<file path="src/rtl/out_sram_pkg.sv">
// Definitions shared by the output-SRAM readout blocks: state encoding and
// default geometry of the output banks.
package out_sram_pkg;

    localparam int OUT_DATA_WIDTH = 16;
    localparam int OUT_BANK_DEPTH = 2048;
    localparam int OUT_WORDS      = 2 * OUT_BANK_DEPTH;

    typedef enum logic [2:0] {
        IDLE,
        ARM,
        STREAM,
        DRAIN,
        GAP
    } state_t;

endpackage

</file>
<file path="src/rtl/output_readout_scheduler_if.sv">
// Bundle between the readout scheduler, the output SRAM banks and the
// shared output serializer.
interface output_readout_scheduler_if #(
    parameter int N_BANKS    = 4,
    parameter int DATA_WIDTH = 16,
    parameter int CNT_WIDTH  = 13
);
    logic [N_BANKS-1:0]            req;
    logic                          abort;
    logic [N_BANKS-1:0]            bank_debug;
    logic [N_BANKS-1:0]            bank_read_trig;
    logic [N_BANKS*DATA_WIDTH-1:0] bank_rdata;
    logic                          ser_en;
    logic                          ser_deq;
    logic [DATA_WIDTH-1:0]         ser_pdata;
    logic [N_BANKS-1:0]            gnt;
    logic                          busy;
    logic                          done;
    logic                          aborted;
    logic [CNT_WIDTH-1:0]          word_cnt;

    // master is the scheduler; slave is everything around it.
    modport master (
        input  req, abort, bank_rdata, ser_deq,
        output bank_debug, bank_read_trig, ser_en, ser_pdata,
               gnt, busy, done, aborted, word_cnt
    );

    modport slave (
        output req, abort, bank_rdata, ser_deq,
        input  bank_debug, bank_read_trig, ser_en, ser_pdata,
               gnt, busy, done, aborted, word_cnt
    );
endinterface

</file>
<file path="src/rtl/rr_arbiter.sv">
// Combinational round-robin arbiter: one-hot grant to the first request at or
// after (ptr + 1) mod N, where ptr is the index granted last.
module rr_arbiter #(
    parameter int N = 4
) (
    input  logic [N-1:0]                         req,
    input  logic [((N > 1) ? $clog2(N) : 1)-1:0] ptr,
    input  logic                                 en,
    output logic [N-1:0]                         gnt
);
    localparam int IW = (N > 1) ? $clog2(N) : 1;

    logic [IW:0]    w_shift;
    logic [2*N-1:0] w_dbl;
    logic [N-1:0]   w_rot;
    logic [2*N-1:0] w_back;

    assign w_shift = {1'b0, ptr} + (IW+1)'(1);

    // Rotate so the highest-priority request sits at bit 0, pick the lowest
    // set bit, then rotate the one-hot result back.
    always_comb begin
        // NOTE: every variable gets a default before any conditional write, so no latch is inferred.
        w_rot  = '0;
        w_dbl  = {req, req} >> w_shift;
        for (int i = N - 1; i >= 0; i--) begin
            if (w_dbl[i]) begin
                w_rot    = '0;
                w_rot[i] = 1'b1;
            end
        end
        w_back = {{N{1'b0}}, w_rot} << w_shift;
        gnt    = en ? (w_back[N-1:0] | w_back[2*N-1:N]) : '0;
    end
endmodule

</file>
<file path="src/rtl/output_readout_scheduler.sv">
// Time-shares one output serializer between N output SRAM banks: round-robin
// grant, read-pipeline alignment, word counting, drain and inter-grant gap.
module output_readout_scheduler
    import out_sram_pkg::*;
#(
    parameter int N_BANKS    = 4,
    parameter int DATA_WIDTH = OUT_DATA_WIDTH,
    parameter int WORDS      = OUT_WORDS,
    parameter int CNT_WIDTH  = 13,
    parameter int ARM_CYCLES = 2,
    parameter int GAP_CYCLES = 3
) (
    input  logic                         clk,
    input  logic                         rst_n,
    output_readout_scheduler_if.master   bus
);
    localparam int IW    = (N_BANKS > 1) ? $clog2(N_BANKS) : 1;
    localparam int TMR_W = $clog2(DATA_WIDTH + ARM_CYCLES + GAP_CYCLES + 1);

    state_t                r_state;
    logic [N_BANKS-1:0]    r_gnt;
    logic [N_BANKS-1:0]    r_bank_debug;
    logic [IW-1:0]         r_gnt_idx;
    logic [IW-1:0]         r_last;
    logic [TMR_W-1:0]      r_tmr;
    logic [CNT_WIDTH-1:0]  r_word_cnt;
    logic                  r_ser_en;
    logic                  r_done;
    logic                  r_aborted;

    logic [N_BANKS-1:0]    w_arb_gnt;
    logic [IW-1:0]         w_arb_idx;
    logic [DATA_WIDTH-1:0] w_pdata;
    logic                  w_abort;
    logic                  w_deq;
    logic                  w_last_word;

    rr_arbiter #(.N(N_BANKS)) u_arb (
        .req (bus.req),
        .ptr (r_last),
        .en  (r_state == IDLE),
        .gnt (w_arb_gnt)
    );

    always_comb begin
        w_arb_idx = '0;
        for (int i = 0; i < N_BANKS; i++)
            if (w_arb_gnt[i]) w_arb_idx = IW'(i);
    end

    always_comb begin
        w_pdata = '0;
        for (int i = 0; i < N_BANKS; i++)
            if (r_state != IDLE && r_gnt[i]) w_pdata = bus.bank_rdata[i*DATA_WIDTH +: DATA_WIDTH];
    end

    // An abort cycle never forwards a strobe, so the word count freezes cleanly.
    assign w_abort     = bus.abort && (r_state inside {ARM, STREAM, DRAIN});
    assign w_deq       = bus.ser_deq && (r_state == STREAM) && !bus.abort;
    assign w_last_word = w_deq && (r_word_cnt == CNT_WIDTH'(WORDS - 1));

    assign bus.bank_read_trig = w_deq ? r_gnt : '0;
    assign bus.bank_debug     = r_bank_debug;
    assign bus.ser_en         = r_ser_en;
    assign bus.ser_pdata      = w_pdata;
    assign bus.gnt            = r_gnt;
    assign bus.busy           = (r_state != IDLE);
    assign bus.done           = r_done;
    assign bus.aborted        = r_aborted;
    assign bus.word_cnt       = r_word_cnt;

    always_ff @(posedge clk or negedge rst_n) begin
        if (!rst_n) begin
            r_state      <= IDLE;
            r_gnt        <= '0;
            r_bank_debug <= '0;
            r_gnt_idx    <= '0;
            r_last       <= IW'(N_BANKS - 1);
            r_tmr        <= '0;
            r_word_cnt   <= '0;
            r_ser_en     <= 1'b0;
            r_done       <= 1'b0;
            r_aborted    <= 1'b0;
        end else begin
            // NOTE: state registers use non-blocking assignments so every update sees pre-edge values.
            r_done <= 1'b0;
            if (w_abort) begin
                r_bank_debug <= '0;
                r_ser_en     <= 1'b0;
                r_aborted    <= 1'b1;
                r_tmr        <= '0;
                r_state      <= GAP;
            end else begin
                case (r_state)
                    IDLE: if (|bus.req) begin
                        r_gnt        <= w_arb_gnt;
                        r_gnt_idx    <= w_arb_idx;
                        r_bank_debug <= w_arb_gnt;
                        r_word_cnt   <= '0;
                        r_aborted    <= 1'b0;
                        r_tmr        <= '0;
                        r_state      <= ARM;
                    end
                    ARM: if (r_tmr == TMR_W'(ARM_CYCLES - 1)) begin
                        r_ser_en <= 1'b1;
                        r_tmr    <= '0;
                        r_state  <= STREAM;
                    end else begin
                        r_tmr <= r_tmr + TMR_W'(1);
                    end
                    STREAM: begin
                        if (w_deq) r_word_cnt <= r_word_cnt + CNT_WIDTH'(1);
                        if (w_last_word) begin
                            r_tmr   <= '0;
                            r_state <= DRAIN;
                        end
                    end
                    DRAIN: if (r_tmr == TMR_W'(DATA_WIDTH - 1)) begin
                        r_bank_debug <= '0;
                        r_ser_en     <= 1'b0;
                        r_tmr        <= '0;
                        r_state      <= GAP;
                    end else begin
                        r_tmr <= r_tmr + TMR_W'(1);
                    end
                    GAP: if (r_tmr == TMR_W'(GAP_CYCLES - 1)) begin
                        r_done  <= 1'b1;
                        r_gnt   <= '0;
                        r_last  <= r_gnt_idx;
                        r_tmr   <= '0;
                        r_state <= IDLE;
                    end else begin
                        r_tmr <= r_tmr + TMR_W'(1);
                    end
                    default: r_state <= IDLE;
                endcase
            end
        end
    end
endmodule

</file>
<file path="src/flat_wrapper.sv">
// flat-port wrapper written by rule: the top's interface ports become plain ports
module output_readout_scheduler_flat import out_sram_pkg::*;
#(
    parameter int N_BANKS    = 4,
    parameter int DATA_WIDTH = OUT_DATA_WIDTH,
    parameter int WORDS      = OUT_WORDS,
    parameter int CNT_WIDTH  = 13,
    parameter int ARM_CYCLES = 2,
    parameter int GAP_CYCLES = 3
)
  (clk, rst_n, bus_req, bus_abort, bus_bank_rdata, bus_ser_deq, bus_bank_debug, bus_bank_read_trig, bus_ser_en, bus_ser_pdata, bus_gnt, bus_busy, bus_done, bus_aborted, bus_word_cnt);
  output_readout_scheduler_if #(.N_BANKS(N_BANKS), .DATA_WIDTH(DATA_WIDTH), .CNT_WIDTH(CNT_WIDTH)) bus_i ();
  input  logic clk;
  input  logic rst_n;
  input wire logic [$bits(bus_i.req)-1:0] bus_req;
  input wire logic [$bits(bus_i.abort)-1:0] bus_abort;
  input wire logic [$bits(bus_i.bank_rdata)-1:0] bus_bank_rdata;
  input wire logic [$bits(bus_i.ser_deq)-1:0] bus_ser_deq;
  output wire logic [$bits(bus_i.bank_debug)-1:0] bus_bank_debug;
  output wire logic [$bits(bus_i.bank_read_trig)-1:0] bus_bank_read_trig;
  output wire logic [$bits(bus_i.ser_en)-1:0] bus_ser_en;
  output wire logic [$bits(bus_i.ser_pdata)-1:0] bus_ser_pdata;
  output wire logic [$bits(bus_i.gnt)-1:0] bus_gnt;
  output wire logic [$bits(bus_i.busy)-1:0] bus_busy;
  output wire logic [$bits(bus_i.done)-1:0] bus_done;
  output wire logic [$bits(bus_i.aborted)-1:0] bus_aborted;
  output wire logic [$bits(bus_i.word_cnt)-1:0] bus_word_cnt;
  assign bus_i.req = bus_req;
  assign bus_i.abort = bus_abort;
  assign bus_i.bank_rdata = bus_bank_rdata;
  assign bus_i.ser_deq = bus_ser_deq;
  assign bus_bank_debug = bus_i.bank_debug;
  assign bus_bank_read_trig = bus_i.bank_read_trig;
  assign bus_ser_en = bus_i.ser_en;
  assign bus_ser_pdata = bus_i.ser_pdata;
  assign bus_gnt = bus_i.gnt;
  assign bus_busy = bus_i.busy;
  assign bus_done = bus_i.done;
  assign bus_aborted = bus_i.aborted;
  assign bus_word_cnt = bus_i.word_cnt;
  output_readout_scheduler #(.N_BANKS(N_BANKS), .DATA_WIDTH(DATA_WIDTH), .WORDS(WORDS), .CNT_WIDTH(CNT_WIDTH), .ARM_CYCLES(ARM_CYCLES), .GAP_CYCLES(GAP_CYCLES)) u_core (.clk(clk), .rst_n(rst_n), .bus(bus_i));
endmodule
</file>
<file path="config.mk">
export PLATFORM = sky130hd
export DESIGN_NAME = output_readout_scheduler_flat
export DESIGN_NICKNAME = d
export VERILOG_FILES = /design/src/rtl/out_sram_pkg.sv /design/src/rtl/output_readout_scheduler_if.sv /design/src/rtl/rr_arbiter.sv /design/src/rtl/output_readout_scheduler.sv /design/src/flat_wrapper.sv
export SDC_FILE = /design/constraint.sdc
export NUM_CORES = 1
export LEC_CHECK = 0
export BUFFER_PORTS_ARGS = -buffer_cell sky130_fd_sc_hd__buf_2
export CAP_MARGIN = 20
export CORE_ASPECT_RATIO = 0.5
export CORE_MARGIN = 2
export CORE_UTILIZATION = 29
export CTS_CLUSTER_SIZE = 16
export DETAILED_ROUTE_END_ITERATION = 6
export HOLD_SLACK_MARGIN = 0.06
export PLACE_DENSITY = 0.63
export SLEW_MARGIN = 20
export SYNTH_ARGS = -nofsm -noshare
export SYNTH_HDL_FRONTEND = slang
export SYNTH_SLANG_ARGS = --single-unit
</file>
<file path="constraint.sdc">
create_clock -name clk -period 5 [get_ports clk]
set_input_delay 1 -clock clk [delete_from_list [all_inputs] [get_ports clk]]
set_output_delay 1 -clock clk [all_outputs]
set_load 0.02 [all_outputs]
</file>
* After elaboration in Yosys (flattened, before gate mapping)
Cells that the tools add are included.
W data, S select, Z words.
** Word-level totals
- Bits in registers :: 36
- Input port bits :: 72
- Output and inout bits :: 45
- Word-level logic and storage cells :: 108
** Cells by class
- $add $sub $neg :: 3
- Eq/ne operators :: 16
- Shift-type cells :: 2
- Muxes and demuxes :: 46
- Bitwise operators :: 2
- Reductions and logical operators :: 29
** Operator list (count)
- $mux W16 :: 4
- $mux W4 :: 10
- $mux W5 :: 6
- $mux W13 :: 2
- $pmux W13 S2 :: 1
- $pmux W5 S5 :: 1
- $mux W3 :: 6
- $pmux W4 S2 :: 2
- $pmux W3 S5 :: 1
- $reduce_and A3 Y1 :: 5
- $add A13 B1 Y13 const B :: 1
- $eq A13 B12 Y1 const B :: 1
- $reduce_bool A3 Y1 :: 4
- $mux W1 :: 10
- $ne A3 B1 Y1 const B :: 3
- $logic_and A1 B1 Y1 :: 8
- $reduce_and A4 Y1 :: 2
- $reduce_bool A2 Y1 :: 4
- $shl A4 B3 Y8 :: 1
- $shr A8 B3 Y4 :: 1
- $eq A3 B2 Y1 const B :: 2
- $ne A2 B1 Y1 const B :: 3
- $ne A3 B2 Y1 const B :: 2
- $reduce_bool A6 Y1 :: 1
- other kinds (16) :: 17

* Longest topological paths before layout
Gate-level depths: netlist of the first run.
- Word-level depth :: 12
- Gate-level depth with buffers :: 9
- Depth with buffers taken out :: 9

* Hierarchy
Synthesis of the first run repeated with hierarchy kept, for this count alone.
** Unflattened totals
- Cells, all modules :: 330
- Area, all modules :: 2732.6 µm²
** Modules (own cells, without submodules)
- output_readout_scheduler :: times used 1, cells each 288, area an instance 2437.3 µm², sequential area each 903.4 µm²
- rr_arbiter :: times used 1, cells each 42, area an instance 295.3 µm², sequential area each 0.0 µm²

* Worst setup path after synthesis of the first run
Ideal clock, no wire load.
- Path kind :: reg-to-output
- From :: reg u_core.r_gnt[1] (netlist: u_core.bus.gnt[1])
- To :: out bus_ser_pdata[6]
- Arrival :: 1.751 ns
- Data required time :: 4.000 ns
- Setup slack :: 2.249 ns
- Cell stages (with the launch flop) :: 9
- Path buffers :: 3
- Cell sequence :: dfrtp_1 -> clkbuf_1 -> nor2b_1 -> clkbuf_1 -> buf_2 -> a221oi_1 -> nor3_1 -> a21oi_1 -> nor2_1
** Between the ends
- Longest elaborated chain between the ends :: 4
** Ends and longest elaborated chain
- start: declaration :: line output_readout_scheduler.sv:21 : logic [N_BANKS-1:0] r_gnt;
- start signal: assignment :: line output_readout_scheduler.sv:96 : r_gnt <= w_arb_gnt;
- $logic_and A1 B1 Y1 :: line output_readout_scheduler.sv:54 : if (r_state != IDLE && r_gnt[i]) w_pdata = bus.bank_rdata[i*DATA_WIDTH +: DATA_WIDTH];
- $mux W16 (3 in series) :: line output_readout_scheduler.sv:54
- end: declaration :: line flat_wrapper.sv:22 : output wire logic [$bits(bus_i.ser_pdata)-1:0] bus_ser_pdata;
Every way passes these cells.

* Worst setup path in the final report of the first run
- From :: reg u_core.r_gnt[1] (netlist: u_core.bus.gnt[1])
- To :: out bus_ser_pdata[14]
Same word-level chain as after synthesis.

==> flow_metrics.env, run 1 <==
export IMPL_combPwrFrac_pct=53.5
export IMPL_post_cts_resized=0
export IMPL_n_antenna_cell=0
export IMPL_synth_top_area_share_pct=30.69
export IMPL_path_max_fanout=20
export IMPL_num_rows=25
export IMPL_synth_edff_count=0
export IMPL_postCtsSetupBuffers=0
export IMPL_drtIter0Drc=268
export IMPL_ys_warn_count=0
export IMPL_core_um2=9353
export IMPL_cts_tree="yes"
export IMPL_max_freq_mhz=304.9
export IMPL_die_x_um=142.3
export IMPL_worst_pin_slew_ns=1.066
export IMPL_p_seq_share_pct=29.2
export IMPL_hold_viol=0
export IMPL_synth_seq_cells=36
export IMPL_seq_area_frac_synth_pct=32.58
export IMPL_dp_hpwl_um=5567
export IMPL_ir_worst_vdd_v=0.0002351
export IMPL_drv_cap=0
export IMPL_min_period_over_period_pct=65.59
export IMPL_clock_path_buffers=2
export IMPL_start_util_pct=29.65
export IMPL_relSlewSlack_pct=28.95
export IMPL_nets=516
export IMPL_synth_fp_nets=418
export IMPL_grt_pass1_vias=2546
export IMPL_grt_ovfl_total=0
export IMPL_gp_congestion=0.8489
export IMPL_cts_num_sinks=36
export IMPL_synth_top_area_cell="dfrtp_1"
export IMPL_postRouteAntennaNets=0
export IMPL_p_switching_uw=850.7
export IMPL_finalSetupTns_ns=0
export IMPL_crit_required_ns=4.00
export IMPL_grt_start_max_net_pins=37
export IMPL_slew_viol_final=0
export IMPL_cp_start_kind="register"
export IMPL_avgSynthCellArea_um2=8.179
export IMPL_dieArea_um2=10410
export IMPL_hold_buffers=0
export IMPL_detail_route_wl_per_cell_um=13.26
export IMPL_setup_viol=0
export IMPL_hold_path_class="reg -> reg"
export IMPL_root_buffer="clkbuf_16"
export IMPL_hold_depth=1
export IMPL_grt_first_pass_wirelength_um=12050
export IMPL_arrival_ns=2.28
export IMPL_port_buffers=116
export IMPL_internal_power_uw=943.1
export IMPL_die_y_um=73.14
export IMPL_clock_skew_ns=0.003928
export IMPL_power_leakage_nw=1.714
export IMPL_rsz0062_at_grt="no"
export IMPL_final_cell_mix="buf_2 (116), nor2_1 (35), nand2_1 (35)"
export IMPL_drc=0
export IMPL_synthCells=339
export IMPL_p_sw_share_pct=47.42
export IMPL_synth_cell_type_count=62
export IMPL_track_usage_pct=14.06
export IMPL_dr_pass1_iters=4
export IMPL_timing_final_crit_period_ns=3.280
export IMPL_via_per_inst=5.020
export IMPL_post_dp_cell_area_um2=3374
export IMPL_via_count=2806
export IMPL_io_pins=117
export IMPL_fillers=960
export IMPL_final_area_um2=3531
export IMPL_layout_commonest_cell="buf_2"
export IMPL_r2r_cells=4
export IMPL_synthTopCellsByArea="dfrtp_1 (31%), a221oi_1 (5.7%), nand2_1 (4.7%)"
export IMPL_syn_to_final_growth_pct=27.35
export IMPL_power_density_nw_per_um2=508.0
export IMPL_critPathCaptureType="primary output"
export IMPL_pwr_share_clk_pct=17.2
export IMPL_async_flop_share_pct=100.0
export IMPL_synth_flop_cell="dfrtp_1"
export IMPL_antenna_found_initial=0
export IMPL_cts_buffers=5
export IMPL_worstSetupPathType="reg -> out"
export IMPL_clk_pin_slew_ns=0.05
export IMPL_status="finished clean"
export IMPL_syn_area_um2=2773
export IMPL_cts_htree_levels=2
export IMPL_clock_latency_ns=0.27
export IMPL_wl_um=7410
export IMPL_drive_above_1_share_pct=33.33
-- registers in the layout, summed over array words and instances, names as in the netlist --
register	count
u_core.bus.word_cnt	13
u_core.bus.aborted	1
u_core.bus.done	1
u_core.bus.bank_debug	4
u_core.r_last	2
u_core.r_gnt_idx	2
u_core.r_state	3
u_core.bus.gnt	4
u_core.r_tmr	5
u_core.bus.ser_en	1
-- metal layers --
layer | wire length, um | GRT usage, % | vias up
li1 | - | - | 1422
met1 | 3478 | 18.80 | 1321
met2 | 3573 | 24.10 | 59
met3 | 307 | 2.559 | 4
met4 | 51 | 2.889 | 0
met5 | 0 | 0 | -
-- worst paths after layout --
check,start,end,slack [ns]
worst max-delay path,u_core.bus.gnt[1],bus_ser_pdata[14],1.72
worst min-delay path,u_core.bus.aborted,u_core.bus.aborted,0.48
worst max register to register,u_core.r_state[1],u_core.bus.word_cnt[10],2.91
worst min register to register,u_core.bus.aborted,u_core.bus.aborted,0.48
max in group asynchronous,rst_n,u_core.r_gnt_idx[1],3.67
min in group asynchronous,rst_n,u_core.bus.word_cnt[9],0.81
-- final cells by class --
class | instances | area (um^2) | area share [%]
clock buffers | 6 | 138.9 | 3.933
clock inverters | 2 | 10.01 | 0.2835
inverters | 11 | 41.29 | 1.169
multi-input cells | 265 | 1690 | 47.87
flip-flops and latches | 36 | 903.4 | 25.58
well taps | 121 | 151.4 | 4.288
repair buffers | 118 | 595.6 | 16.87
-- per-stage QoR --
step | hold WS [ns] | instances | utilization [%] | setup slack, ns | total power, mW
floorplan | 0.4400 | 339 | - | 2.249 | 1.237
global placement | 0.4563 | 550 | 36.08 | 1.767 | 1.476
detailed placement | 0.4647 | 550 | 36.08 | 1.643 | 1.489
CTS | 0.4788 | 558 | 37.67 | 1.346 | 1.804
global route | 0.4935 | 559 | 37.75 | 1.570 | 1.942
finish | 0.4776 | 559 | 37.75 | 1.720 | 1.794
-- Yosys cell counts (all sizes together) (4+ instances only) --
master,instances
inv,11
o211ai,5
nor3,24
nor2,35
xnor2,5
buf,9
a22oi,5
clkbuf,18
a21oi,26
nand2,35
nor3b,4
and3,5
or3,4
nand4,4
o21ai,15
a221oi,18
nand3,6
a21o,5
nor2b,20
ha,7
dfrtp,34
-- critical path, stage by stage (launching register included) --
cell	delay (ns)
dfrtp_1	0.62
nor2b_1	0.38
clkbuf_4	0.30
a221oi_1	0.10
nor3_1	0.25
a21oi_1	0.07
nor2_1	0.12
buf_2	0.17
-- logic make-up (layout without fill, tap and decap cells) --
logic type / Yosys count / in the layout / synth area share [%]
AOI/OAI and AO/OA: 87 / 87 / 21.75
xor gates and xnor gates: 7 / 7 / 2.211
adders and majority gates: 7 / 7 / 3.159
buffers and inverters: 38 / 137 / 6.453
DFF: 36 / 36 / 32.58
muxes: 5 / 5 / 2.301
and+or+nand+nor: 159 / 159 / 31.54
-- power by group through the flow --
stage | registers, mW | clock network [mW] | logic (mW)
global route | 0.544 | 0.330 | 1.07
CTS | 0.524 | 0.318 | 0.963
global placement | 0.526 | 0 | 0.950
finish | 0.524 | 0.309 | 0.960
detailed placement | 0.528 | 0 | 0.961
floorplan | 0.455 | 0 | 0.782
(Power assumes the default switching activity.)
==> run 2: changes to the inputs <==
- PLACE_DENSITY: 0.63 -> 0.65
- clock period: 5 -> 3 ns (I/O delays scaled with it)
==> run 2 against run 1 <==
Compared with the run above: combinational power rose by 81%; largest power group unchanged; critical endpoint is now bus_ser_pdata[2]; via count rose by 1.5%; critical path depth fell by 1; clock skew rose by 0.0020 ns; die area did not move; final cell count rose by 0.36%.
==> flow_metrics.env, run 2 (synthesis gave the netlist of run 1 again) <==
export IMPL_status="finished clean"
export IMPL_ir_worst_vdd_v=0.0003682
export IMPL_grt_pass1_vias=2597
export IMPL_detail_route_wl_per_cell_um=13.17
export IMPL_cp_start_kind="register"
export IMPL_largest_reg_flops=13
export IMPL_clk_pin_slew_ns=0.06
export IMPL_cts_buffers=5
export IMPL_worstSetupPathType="reg -> out"
export IMPL_start_util_pct=29.65
export IMPL_dp_hpwl_um=5459
export IMPL_slew_viol_final=0
export IMPL_power_density_nw_per_um2=865.3
export IMPL_cts_htree_levels=2
export IMPL_r2r_cells=5
export IMPL_max_freq_mhz=394.8
export IMPL_layout_commonest_cell="buf_2"
export IMPL_via_count=2847
export IMPL_clock_latency_ns=0.28
export IMPL_final_cell_mix="buf_2 (116), nor2_1 (35), nand2_1 (35)"
export IMPL_reg2reg_slack_ns=0.89
export IMPL_clock_skew_ns=0.005906
export IMPL_post_cts_resized=0
export IMPL_wl_um=7390
export IMPL_die_y_um=73.14
export IMPL_hold_buffers=0
export IMPL_n_antenna_cell=0
export IMPL_drive_above_1_share_pct=33.64
export IMPL_drv_cap=0
export IMPL_grt_ovfl_total=0
export IMPL_core_um2=9353
export IMPL_drtIter0Drc=225
export IMPL_grt_first_pass_wirelength_um=12140
export IMPL_finalSetupTns_ns=0
export IMPL_nets=518
export IMPL_cp_startpoint="u_core.bus.gnt[0]"
export IMPL_power_leakage_nw=1.729
export IMPL_crit_required_ns=2.40
export IMPL_root_buffer="clkbuf_16"
export IMPL_path_max_fanout=16
export IMPL_via_per_inst=5.075
export IMPL_postCtsSetupBuffers=0
export IMPL_num_rows=25
export IMPL_post_dp_cell_area_um2=3397
export IMPL_gp_congestion=0.7545
export IMPL_relSlewSlack_pct=46.68
export IMPL_dieArea_um2=10410
export IMPL_path_cells="nor2b_2 -> a221oi_1 -> nor3_1 -> a21oi_1 -> nor2_1 -> buf_2"
export IMPL_reg2reg_to="u_core.r_gnt_idx[1]"
export IMPL_arrival_ns=1.93
export IMPL_max_stage_delay_ns=0.60
export IMPL_timing_final_crit_period_ns=2.533
export IMPL_postRouteAntennaNets=0
export IMPL_critPathCaptureType="primary output"
export IMPL_dr_pass1_iters=6
export IMPL_hold_path_class="in -> async"
export IMPL_crit_path_end="bus_ser_pdata[2]"
export IMPL_rsz0062_at_grt="no"
export IMPL_track_usage_pct=14.30
export IMPL_min_period_over_period_pct=84.43
export IMPL_io_pins=117
export IMPL_drc=0
export IMPL_die_x_um=142.3
export IMPL_syn_to_final_growth_pct=28.52
export IMPL_cpMaxStageDelayCell="nor2b_2"
export IMPL_setup_viol=0
export IMPL_hold_viol=0
export IMPL_clock_path_buffers=2
export IMPL_grt_start_max_net_pins=37
export IMPL_cts_num_sinks=36
export IMPL_worst_pin_slew_ns=0.7998
export IMPL_reg2reg_from="u_core.r_last[1]"
export IMPL_antenna_found_initial=0
export IMPL_port_buffers=116
export IMPL_final_area_um2=3563
export IMPL_cts_tree="yes"
## run 2: cell types whose count changed in the layout (fill, tap and decap cells not counted), sizes merged
cell / before / now
clkbuf: 7 / 6
clkinv: 2 / 1
buf: 117 / 120
bufinv: 0 / 1
## run 2: how the worst min path moves through the flow
stage	start	cells past startpoint	end
after floorplan	rst_n	0	u_core.bus.aborted
after global placement	u_core.bus.aborted	1	u_core.bus.aborted
after detailed placement	u_core.bus.bank_debug[0]	2	u_core.bus.bank_debug[0]
after CTS	rst_n	1	u_core.bus.word_cnt[9]
after global routing	rst_n	1	u_core.bus.word_cnt[9]
final	rst_n	1	u_core.bus.word_cnt[9]
## run 2: power breakdown
part	switching (mW)	total [mW]	internal, mW	leakage [nW]
Combinational	1.09	1.74	0.655	1.17
Sequential	0.146	0.753	0.607	0.473
Clock	0.198	0.588	0.391	0.0808
Total	1.43	3.08	1.65	1.73
## run 2: routing by layer
metal	GRT usage (%)	share of wire [%]
met5	0	0
met3	2.493	4.8
met4	5.333	1.7
met2	25.55	49
met1	17.54	45
## run 2: cell type report
type	count	area [um^2]
fill	956	5789
multi-input combinational	265	1693
sequential	36	903.4
timing repair buffer	120	610.6
tap	121	151.4
clock buffer	6	128.9
inverter	11	41.29
clock inverter	2	35.03
## run 2: stage by stage
| stage | std cells | utilization (%) | hold WS (ns) | worst slack [ns] | total power, mW |
|---|---|---|---|---|---|
| finish | 561 | 38.10 | 0.4013 | 0.4671 | 3.083 |
| global route | 561 | 38.10 | 0.4708 | 0.2707 | 3.347 |
| CTS | 561 | 38.07 | 0.4369 | 0.08293 | 3.100 |
| detailed placement | 553 | 36.32 | 0.4642 | 0.3949 | 2.507 |
| global placement | 553 | 36.32 | 0.4568 | 0.4421 | 2.488 |
| floorplan | 339 | - | 0.3044 | 0.6492 | 2.061 |
## run 2: worst max-delay path, delay by kind of cell, from the launching register on
family,cells,cell delay [ns]
AOI/OAI and AO/OA,2,0.24
buffers and inverters,1,0.16
DFF,1,0.37
and+or+nand+nor,3,0.88
